**src/rtl/ps2_scancode_sequencer.sv**
```systemverilog
// PS/2 scancode sequencer: folds E0/F0 prefix bytes into {extended, release, code}
// events and buffers them in a small FIFO with a valid/ready interface.
module ps2_scancode_sequencer #(
    parameter int FIFO_DEPTH     = 4,
    parameter int TIMEOUT_CYCLES = 50000
) (
    input  logic                          clock,
    input  logic                          reset,
    input  logic                          byte_valid,
    input  logic [7:0]                    byte_data,
    input  logic                          event_ready,
    input  logic                          clear_overflow,
    output logic                          event_valid,
    output logic [7:0]                    event_code,
    output logic                          event_extended,
    output logic                          event_release,
    output logic [$clog2(FIFO_DEPTH):0]   fifo_count,
    output logic                          overflow,
    output logic                          seq_error
);

    localparam int PTR_W = $clog2(FIFO_DEPTH);
    localparam int CNT_W = PTR_W + 1;
    localparam int TO_W  = $clog2(TIMEOUT_CYCLES + 1);

    typedef enum logic [1:0] {IDLE, GOT_E0, GOT_F0, GOT_E0_F0} state_t;

    typedef struct packed {
        logic       ext;
        logic       rel;
        logic [7:0] code;
    } event_t;

    state_t             state, next_state;
    logic               prev_valid, armed, accept;
    logic [TO_W-1:0]    to_cnt;
    logic               timeout;
    logic               emit, emit_ext, emit_rel, error;
    logic               is_e0, is_f0, is_bad;

    event_t             mem [FIFO_DEPTH];
    logic [PTR_W-1:0]   wr_ptr, rd_ptr;
    logic               full, push, pop, drop;
    event_t             head;

    // armed stays low after reset until byte_valid is seen low, so a level
    // that was already high across reset release is never taken as a new byte.
    always_ff @(posedge clock or posedge reset) begin
        if (reset) begin
            prev_valid <= 1'b0;
            armed      <= 1'b0;
        end else begin
            prev_valid <= byte_valid;
            if (!byte_valid) armed <= 1'b1;
        end
    end

    assign accept = byte_valid && !prev_valid && armed;
    assign is_e0  = (byte_data == 8'hE0);
    assign is_f0  = (byte_data == 8'hF0);
    assign is_bad = (byte_data == 8'h00) || (byte_data == 8'hFF);

    // An accepted byte wins over a timeout landing in the same cycle.
    assign timeout = (state != IDLE) && !accept && (to_cnt == TO_W'(TIMEOUT_CYCLES - 1));

    always_ff @(posedge clock or posedge reset) begin
        if (reset)                                   to_cnt <= '0;
        else if (accept || state == IDLE || timeout) to_cnt <= '0;
        else                                         to_cnt <= to_cnt + 1'b1;
    end

    // NOTE: sequential state uses non-blocking assignments so every register
    // samples pre-edge values; the comb blocks below use blocking with defaults.
    always_ff @(posedge clock or posedge reset) begin
        if (reset) state <= IDLE;
        else       state <= next_state;
    end

    always_comb begin
        next_state = state;
        if (accept) begin
            if (is_bad) begin
                next_state = IDLE;
            end else begin
                case (state)
                    IDLE:      next_state = is_e0 ? GOT_E0 : (is_f0 ? GOT_F0 : IDLE);
                    GOT_E0:    next_state = is_f0 ? GOT_E0_F0 : (is_e0 ? GOT_E0 : IDLE);
                    GOT_F0:    next_state = is_e0 ? GOT_E0 : (is_f0 ? GOT_F0 : IDLE);
                    GOT_E0_F0: next_state = IDLE;
                    default:   next_state = IDLE;
                endcase
            end
        end else if (timeout) begin
            next_state = IDLE;
        end
    end

    // NOTE: every output gets a default first so no path leaves it unassigned
    // and no latch is inferred.
    always_comb begin
        emit     = 1'b0;
        emit_ext = 1'b0;
        emit_rel = 1'b0;
        error    = timeout;
        if (accept) begin
            if (is_bad) begin
                error = 1'b1;
            end else begin
                case (state)
                    IDLE: emit = !is_e0 && !is_f0;
                    GOT_E0: begin
                        emit     = !is_e0 && !is_f0;
                        emit_ext = 1'b1;
                    end
                    GOT_F0: begin
                        error    = is_e0;
                        emit     = !is_e0 && !is_f0;
                        emit_rel = 1'b1;
                    end
                    GOT_E0_F0: begin
                        error    = is_e0 || is_f0;
                        emit     = !is_e0 && !is_f0;
                        emit_ext = 1'b1;
                        emit_rel = 1'b1;
                    end
                    default: ;
                endcase
            end
        end
    end

    always_ff @(posedge clock or posedge reset) begin
        if (reset) seq_error <= 1'b0;
        else       seq_error <= error;
    end

    // A push into a full FIFO is allowed when the head leaves on the same edge.
    assign event_valid = (fifo_count != '0);
    assign full        = (fifo_count == CNT_W'(FIFO_DEPTH));
    assign pop         = event_valid && event_ready;
    assign push        = emit && (!full || pop);
    assign drop        = emit && full && !pop;

    // NOTE: the storage array is deliberately not reset; occupancy and
    // pointers define what is valid, and outputs are gated while empty.
    always_ff @(posedge clock) begin
        if (push) mem[wr_ptr] <= '{ext: emit_ext, rel: emit_rel, code: byte_data};
    end

    always_ff @(posedge clock or posedge reset) begin
        if (reset) begin
            wr_ptr     <= '0;
            rd_ptr     <= '0;
            fifo_count <= '0;
        end else begin
            if (push) wr_ptr <= wr_ptr + 1'b1;
            if (pop)  rd_ptr <= rd_ptr + 1'b1;
            if (push && !pop)      fifo_count <= fifo_count + 1'b1;
            else if (pop && !push) fifo_count <= fifo_count - 1'b1;
        end
    end

    // A drop in the same cycle as a clear must leave the flag set.
    always_ff @(posedge clock or posedge reset) begin
        if (reset)               overflow <= 1'b0;
        else if (drop)           overflow <= 1'b1;
        else if (clear_overflow) overflow <= 1'b0;
    end

    assign head           = mem[rd_ptr];
    assign event_code     = event_valid ? head.code : 8'h00;
    assign event_extended = event_valid && head.ext;
    assign event_release  = event_valid && head.rel;

endmodule

```
**config.mk**
```make
export PLATFORM = sky130hd
export DESIGN_NAME = ps2_scancode_sequencer
export DESIGN_NICKNAME = d
export VERILOG_FILES = /design/src/rtl/ps2_scancode_sequencer.sv
export SDC_FILE = /design/constraint.sdc
export NUM_CORES = 1
export LEC_CHECK = 0
export BUFFER_PORTS_ARGS = -buffer_cell sky130_fd_sc_hd__buf_2
export CELL_PAD_IN_SITES_DETAIL_PLACEMENT = 0
export CELL_PAD_IN_SITES_GLOBAL_PLACEMENT = 1
export CORE_UTILIZATION = 30
export CTS_CLUSTER_DIAMETER = 100
export CTS_CLUSTER_SIZE = 14
export DETAILED_ROUTE_END_ITERATION = 7
export HOLD_SLACK_MARGIN = 0.15
export PLACE_DENSITY = 0.55
export SLEW_MARGIN = 30
export SYNTH_ARGS = -nofsm -noshare
export SYNTH_HDL_FRONTEND = slang
export SYNTH_SLANG_ARGS = --single-unit
```
**constraint.sdc**
```tcl
create_clock -name clock -period 2.4 [get_ports clock]
set_clock_uncertainty 0.2 [all_clocks]
set_input_delay 0 -clock clock [delete_from_list [all_inputs] [get_ports clock]]
set_output_delay 0 -clock clock [all_outputs]
set_load 0.02 [all_outputs]
```
After elaboration in Yosys (flattened, before gate mapping) --
Memory sizes are Yosys's and may differ from the RTL's. Cells that the tools add are included.
Cells by class: mux-type cells 28, equality and inequality tests 8, add/sub/neg operators 5, reductions and logical operators 36
Operators by type and width (count):
- $eq A8 B8 Y1 const B | 3
- $add A16 B1 Y16 const B | 1
- $eq A16 B16 Y1 const B | 1
- $mux W1 | 16
- $mux W16 | 1
- $logic_and A1 B1 Y1 | 13
- $mux W2 | 6
- $logic_not A8 Y1 | 1
- $mux W8 | 1
- $reduce_bool A2 Y1 | 4
- $logic_not A1 Y1 | 7
- $mux W3 | 2
- $pmux W2 S3 | 1
- $reduce_or A2 Y1 | 3
- $logic_or A1 B1 Y1 | 5
- $add A2 B1 Y2 const B | 2
- $eq A2 B2 Y1 const B | 2
- $reduce_or A4 Y1 | 1
- $add A3 B1 Y3 const B | 1
- $eq A3 B3 Y1 const B | 1
- $reduce_bool A3 Y1 | 1
- $sub A3 B1 Y3 const B | 1
- $eq A2 B1 Y1 const B | 1
- $logic_not A2 Y1 | 1
- $pmux W1 S2 | 1
Storage, ports and cells: bits in registers 29, input bits 13, memories kept 1, memory bits (writable) 40, output and inout port bits 16
Memory list:
- mem | words 4, width 10, rd ports 1, clocked after memory_dff 0, write ports 1, line 41 | event_t mem [FIFO_DEPTH];

Logic depth before layout (Yosys ltp) --
word-level depth 11, gate-level depth with buffers 10, gate-level depth less buffers 9

Worst setup path before layout --
Ideal clock, no wire load.
path type reg-to-reg, from register fifo_count[1], to register fifo_count[1], setup time 0.125 ns, period minus slack after synthesis 2.584 ns, path buffers 0, cell stages (with the launch flop) 8, path slack -0.184 ns, data required time 2.075 ns, data arrival time 2.260 ns, path through dfrtp_1 > or4b_2 > nand2_1 > a21oi_2 > ha_1 > inv_1 > fa_1 > mux2_2
Between the ends: cells in the longest elaborated chain, start to end 7, elaborated cells on any way between the ends 15, those cells by class 2 x add/sub; 1 x eq/ne; 2 x mux; 10 x reduce/logical
RTL lines:
- start: declaration | line 17 | output logic [$clog2(FIFO_DEPTH):0] fifo_count,
- start signal: assignment | line 158 | if (push && !pop) fifo_count <= fifo_count + 1'b1;
- start signal: assignment | line 159 | else if (pop && !push) fifo_count <= fifo_count - 1'b1;
- $eq A3 B3 Y1 or $reduce_bool A3 Y1 (tied branches) | line 139, 138
- $logic_not A1 Y1 or $logic_and A1 B1 Y1 (tied branches) | line 141, 140
- $logic_or A1 B1 Y1 * | line 141 | assign push = emit && (!full || pop);
- $logic_and A1 B1 Y1 * | line 141
- named net push | line 43 | logic full, push, pop, drop;
- $logic_not A1 Y1 | line 159
- $logic_and A1 B1 Y1 | line 159
- $reduce_bool A2 Y1 (no source line)
Mark *: on every way through the listed nets, which the timed path passes. The rest lies on a longest branch. The select of a mux whose other input is x is not followed. A chain may end at the register's enable or synchronous reset.

Worst setup path after layout --
from input port byte_data[6], to register fifo_count[1]
Between the ends: cells in the longest elaborated chain, start to end 10, elaborated cells on any way between the ends 17, those cells by class 3 x eq/ne; 4 x mux; 10 x reduce/logical
RTL lines:
- start: declaration | line 10 | input logic [7:0] byte_data,
- $eq A8 B8 Y1 (on tied branches) | line 59, 60
- $logic_not A1 Y1
- $logic_and A1 B1 Y1
- $mux W1
- $mux W1 * | line 106 | if (is_bad) begin
- $mux W1 * | line 105 | if (accept) begin
- $logic_and A1 B1 Y1 * | line 141
- named net push | line 43
- $logic_not A1 Y1 | line 159
- $logic_and A1 B1 Y1 | line 159
- $reduce_bool A2 Y1 (no source line)
Marks and branches as above.

==> results.json <==
{
  "die_w_microns": 104,
  "clk_pin_slew_ns": 0.08,
  "synth_xor_area_frac": 0.0481,
  "die_area_sq_um": 10700,
  "port-buffer-count": 28,
  "ir_worst_vdd_uv": 339,
  "postRouteAntennaNets": 0,
  "max_cap_viol_count": 0,
  "synth_edf_count": 40,
  "area_growth_pct": 29.3,
  "drive_gt1_frac": 0.298,
  "grt_pass1_vias": 2066,
  "dr.pass1.iters": 4,
  "path_class": "input pin to flop",
  "relSlewSlack": 0.603,
  "async_flop_share": 0.420,
  "outcome": "complete, no violations",
  "end_kind": "flop",
  "ios": 29,
  "synth_compound_area_frac": 0.0404,
  "setup_viol": 0,
  "synth_cells": 221,
  "period_share": 0.985,
  "place_area_sq_um": 3480,
  "cts-htree-levels": 3,
  "wire_per_inst_microns": 14.6,
  "fin_crit_ns": 2.36,
  "yosys.area.top_type": "edfxtp_1",
  "design_area_sq_um": 4000,
  "hold_violations": 0,
  "numCtsBuffers": 9,
  "yosysMostFrequentCell": "edfxtp_1",
  "synth_top_cell_area_share": 0.388,
  "power.total_mw": 3.58,
  "synthMuxAreaShare": 0.0844,
  "critical_path_arrival_ns": 2.39,
  "layout_setup_ws_ns": 0.0355,
  "insertion_delay_ns": 0.34,
  "syn_area_per_cell_sq_um": 14.0,
  "syn-num-nets": 241,
  "synth_adder_area_share": 0.0307,
  "dp_slack_ns": 0.0531,
  "dp_hpwl_mm": 4.16,
  "cp-start-kind": "input pin",
  "n_antenna_cell": 0,
  "fp-row-count": 36,
  "gp_congestion": 0.733,
  "worstHoldPathType": "input pin to flop",
  "slew_violations": 0,
  "yosysWarnings": 0,
  "tightest_slew_ns": 0.596,
  "synth.top_cells.by_count": "40 x edfxtp_1, 29 x dfrtp_1, 17 x nor2_1",
  "synth-seq-cells": 69,
  "cts_sinks": 69,
  "layout.nets": 317,
  "antenna_found_initial": 0,
  "core_area_sq_um": 9910,
  "synth-main-ff-cell": "edfxtp_1",
  "routed_wl_mm": 6.37,
  "powerDensity_nw_per_um2": 893,
  "rrSetupSlack_ns": 0.05,
  "num_vias": 1994,
  "cts_tree": "yes",
  "clock.fmax_mhz": 423,
  "grt_overflow": 0,
  "rsz0062_at_grt": "yes",
  "grtUsageTotal": 0.132,
  "drc_errors": 0,
  "cts.path.max_buffers": 2,
  "cts_root_buf": "clkbuf_8",
  "grt_pass1_wl_mm": 10.8,
  "crit_fanout": 3,
  "syn_area_sq_um": 3100,
  "synth-seq-area-share": 0.622,
  "start_util": 0.312,
  "grt_max_degree": 15,
  "ys_types": 47,
  "synth_top_family_by_area": "simple AND/OR/NAND/NOR gates",
  "drt_first_iter_violations": 133,
  "via_per_inst": 4.58,
  "worstPathRequired_ns": 2.43,
  "yosys.area_share.simple": 0.158,
  "p_leak_nw": 1.51,
  "die_h_microns": 104,
  "yosys-top-cells-area": "edfxtp_1 39%, dfrtp_1 23%, mux4_2 7.3%"
}
==> metrics by stage <==
stage	instances	setup TNS, ns	hold slack [ns]	utilization
6_report	435	0	0.169	0.404
5_1_grt	435	-0.0907	0.198	0.404
4_1_cts	428	0	0.175	0.394
3_5_place_dp	389	0	-0.177	0.351
3_3_place_gp	389	0	-0.183	0.351
2_1_floorplan	221	0	-0.169	-
==> cell usage in the layout, fill, tap and decap left out, drive strengths merged, types with 2 or more instances in the layout <==
cell type,count
clkinv,4
clkbuf,9
nor4bb,2
inv,10
nor3,3
edfxtp,40
or4,3
dlygate4sd3,24
a21oi,6
ha,6
nor2,17
buf,45
or2,2
nand3,6
nor4,2
or4b,2
mux2,2
and3,6
xor2,7
mux4,10
or3,2
nand2,10
dfrtp,29
nand4,9
xnor2,10
and2,14
o21ai,7
==> cell families after synthesis <==
family	Yosys count
DFF	69
buffers and inverters	13
and+or+nand+nor	83
AOI/OAI and AO/OA	19
muxes	13
adders and majority gates	7
xor gates and xnor gates	17
==> worst max-delay path: stages <==
cell and delay (ns):
dlygate4sd3_1 0.53, buf_2 0.13, or4_4 0.55, o21ai_4 0.19, a21oi_2 0.08, ha_2 0.19, inv_2 0.06, fa_1 0.40
mux2_4 0.27
==> worst paths after layout <==
path / cells after the start / endpoint / startpoint
worst min register to register: 1 / to_cnt[0] / to_cnt[0]
worst min-delay path: 6 / wr_ptr[0] / byte_data[7]
max in group asynchronous: 5 / state[1] / reset
worst max-delay path: 9 / fifo_count[1] / byte_data[6]
min in group asynchronous: 4 / wr_ptr[1] / reset
worst max register to register: 7 / fifo_count[1] / fifo_count[1]
==> final cells by class <==
type                    instances  area (sq um)
clock inverters                 7          73.8
inverters                       8          30.0
flip-flops and latches         69          1930
repair buffers                 70           523
fillers                       960          5910
clock buffers                   9           124
multi-input cells             139          1160
well taps                     133           166
==> timing repair <==
item | 4_1_cts | 5_1_grt
gates resized for setup | 0 | 11
hold buffers | 23 | 3
endpoints found under the hold margin | 74 | 9
buffers inserted | 0 | 5
endpoints found under the setup margin | 0 | 7
==> power by group <==
group          internal (mW)  switching (mW)
registers               1.40           0.101
logic                  0.558           0.569
clock network          0.485           0.461
total                   2.44            1.13
==> layer usage <==
layer,GRT usage,part of all wire,up-vias
met5,0,0,-
met4,0.0466,0.0079,0
met3,0.0359,0.028,4
met2,0.217,0.49,36
met1,0.166,0.47,984
li1,-,-,970
==> state kept, by name, summed over array words and instances, names as in the netlist <==
signal	cells
mem	40
to_cnt	16
fifo_count	3
rd_ptr	2
state	2
wr_ptr	2
armed	1
overflow	1
prev_valid	1
seq_error	1
(Power assumes the default switching activity.)
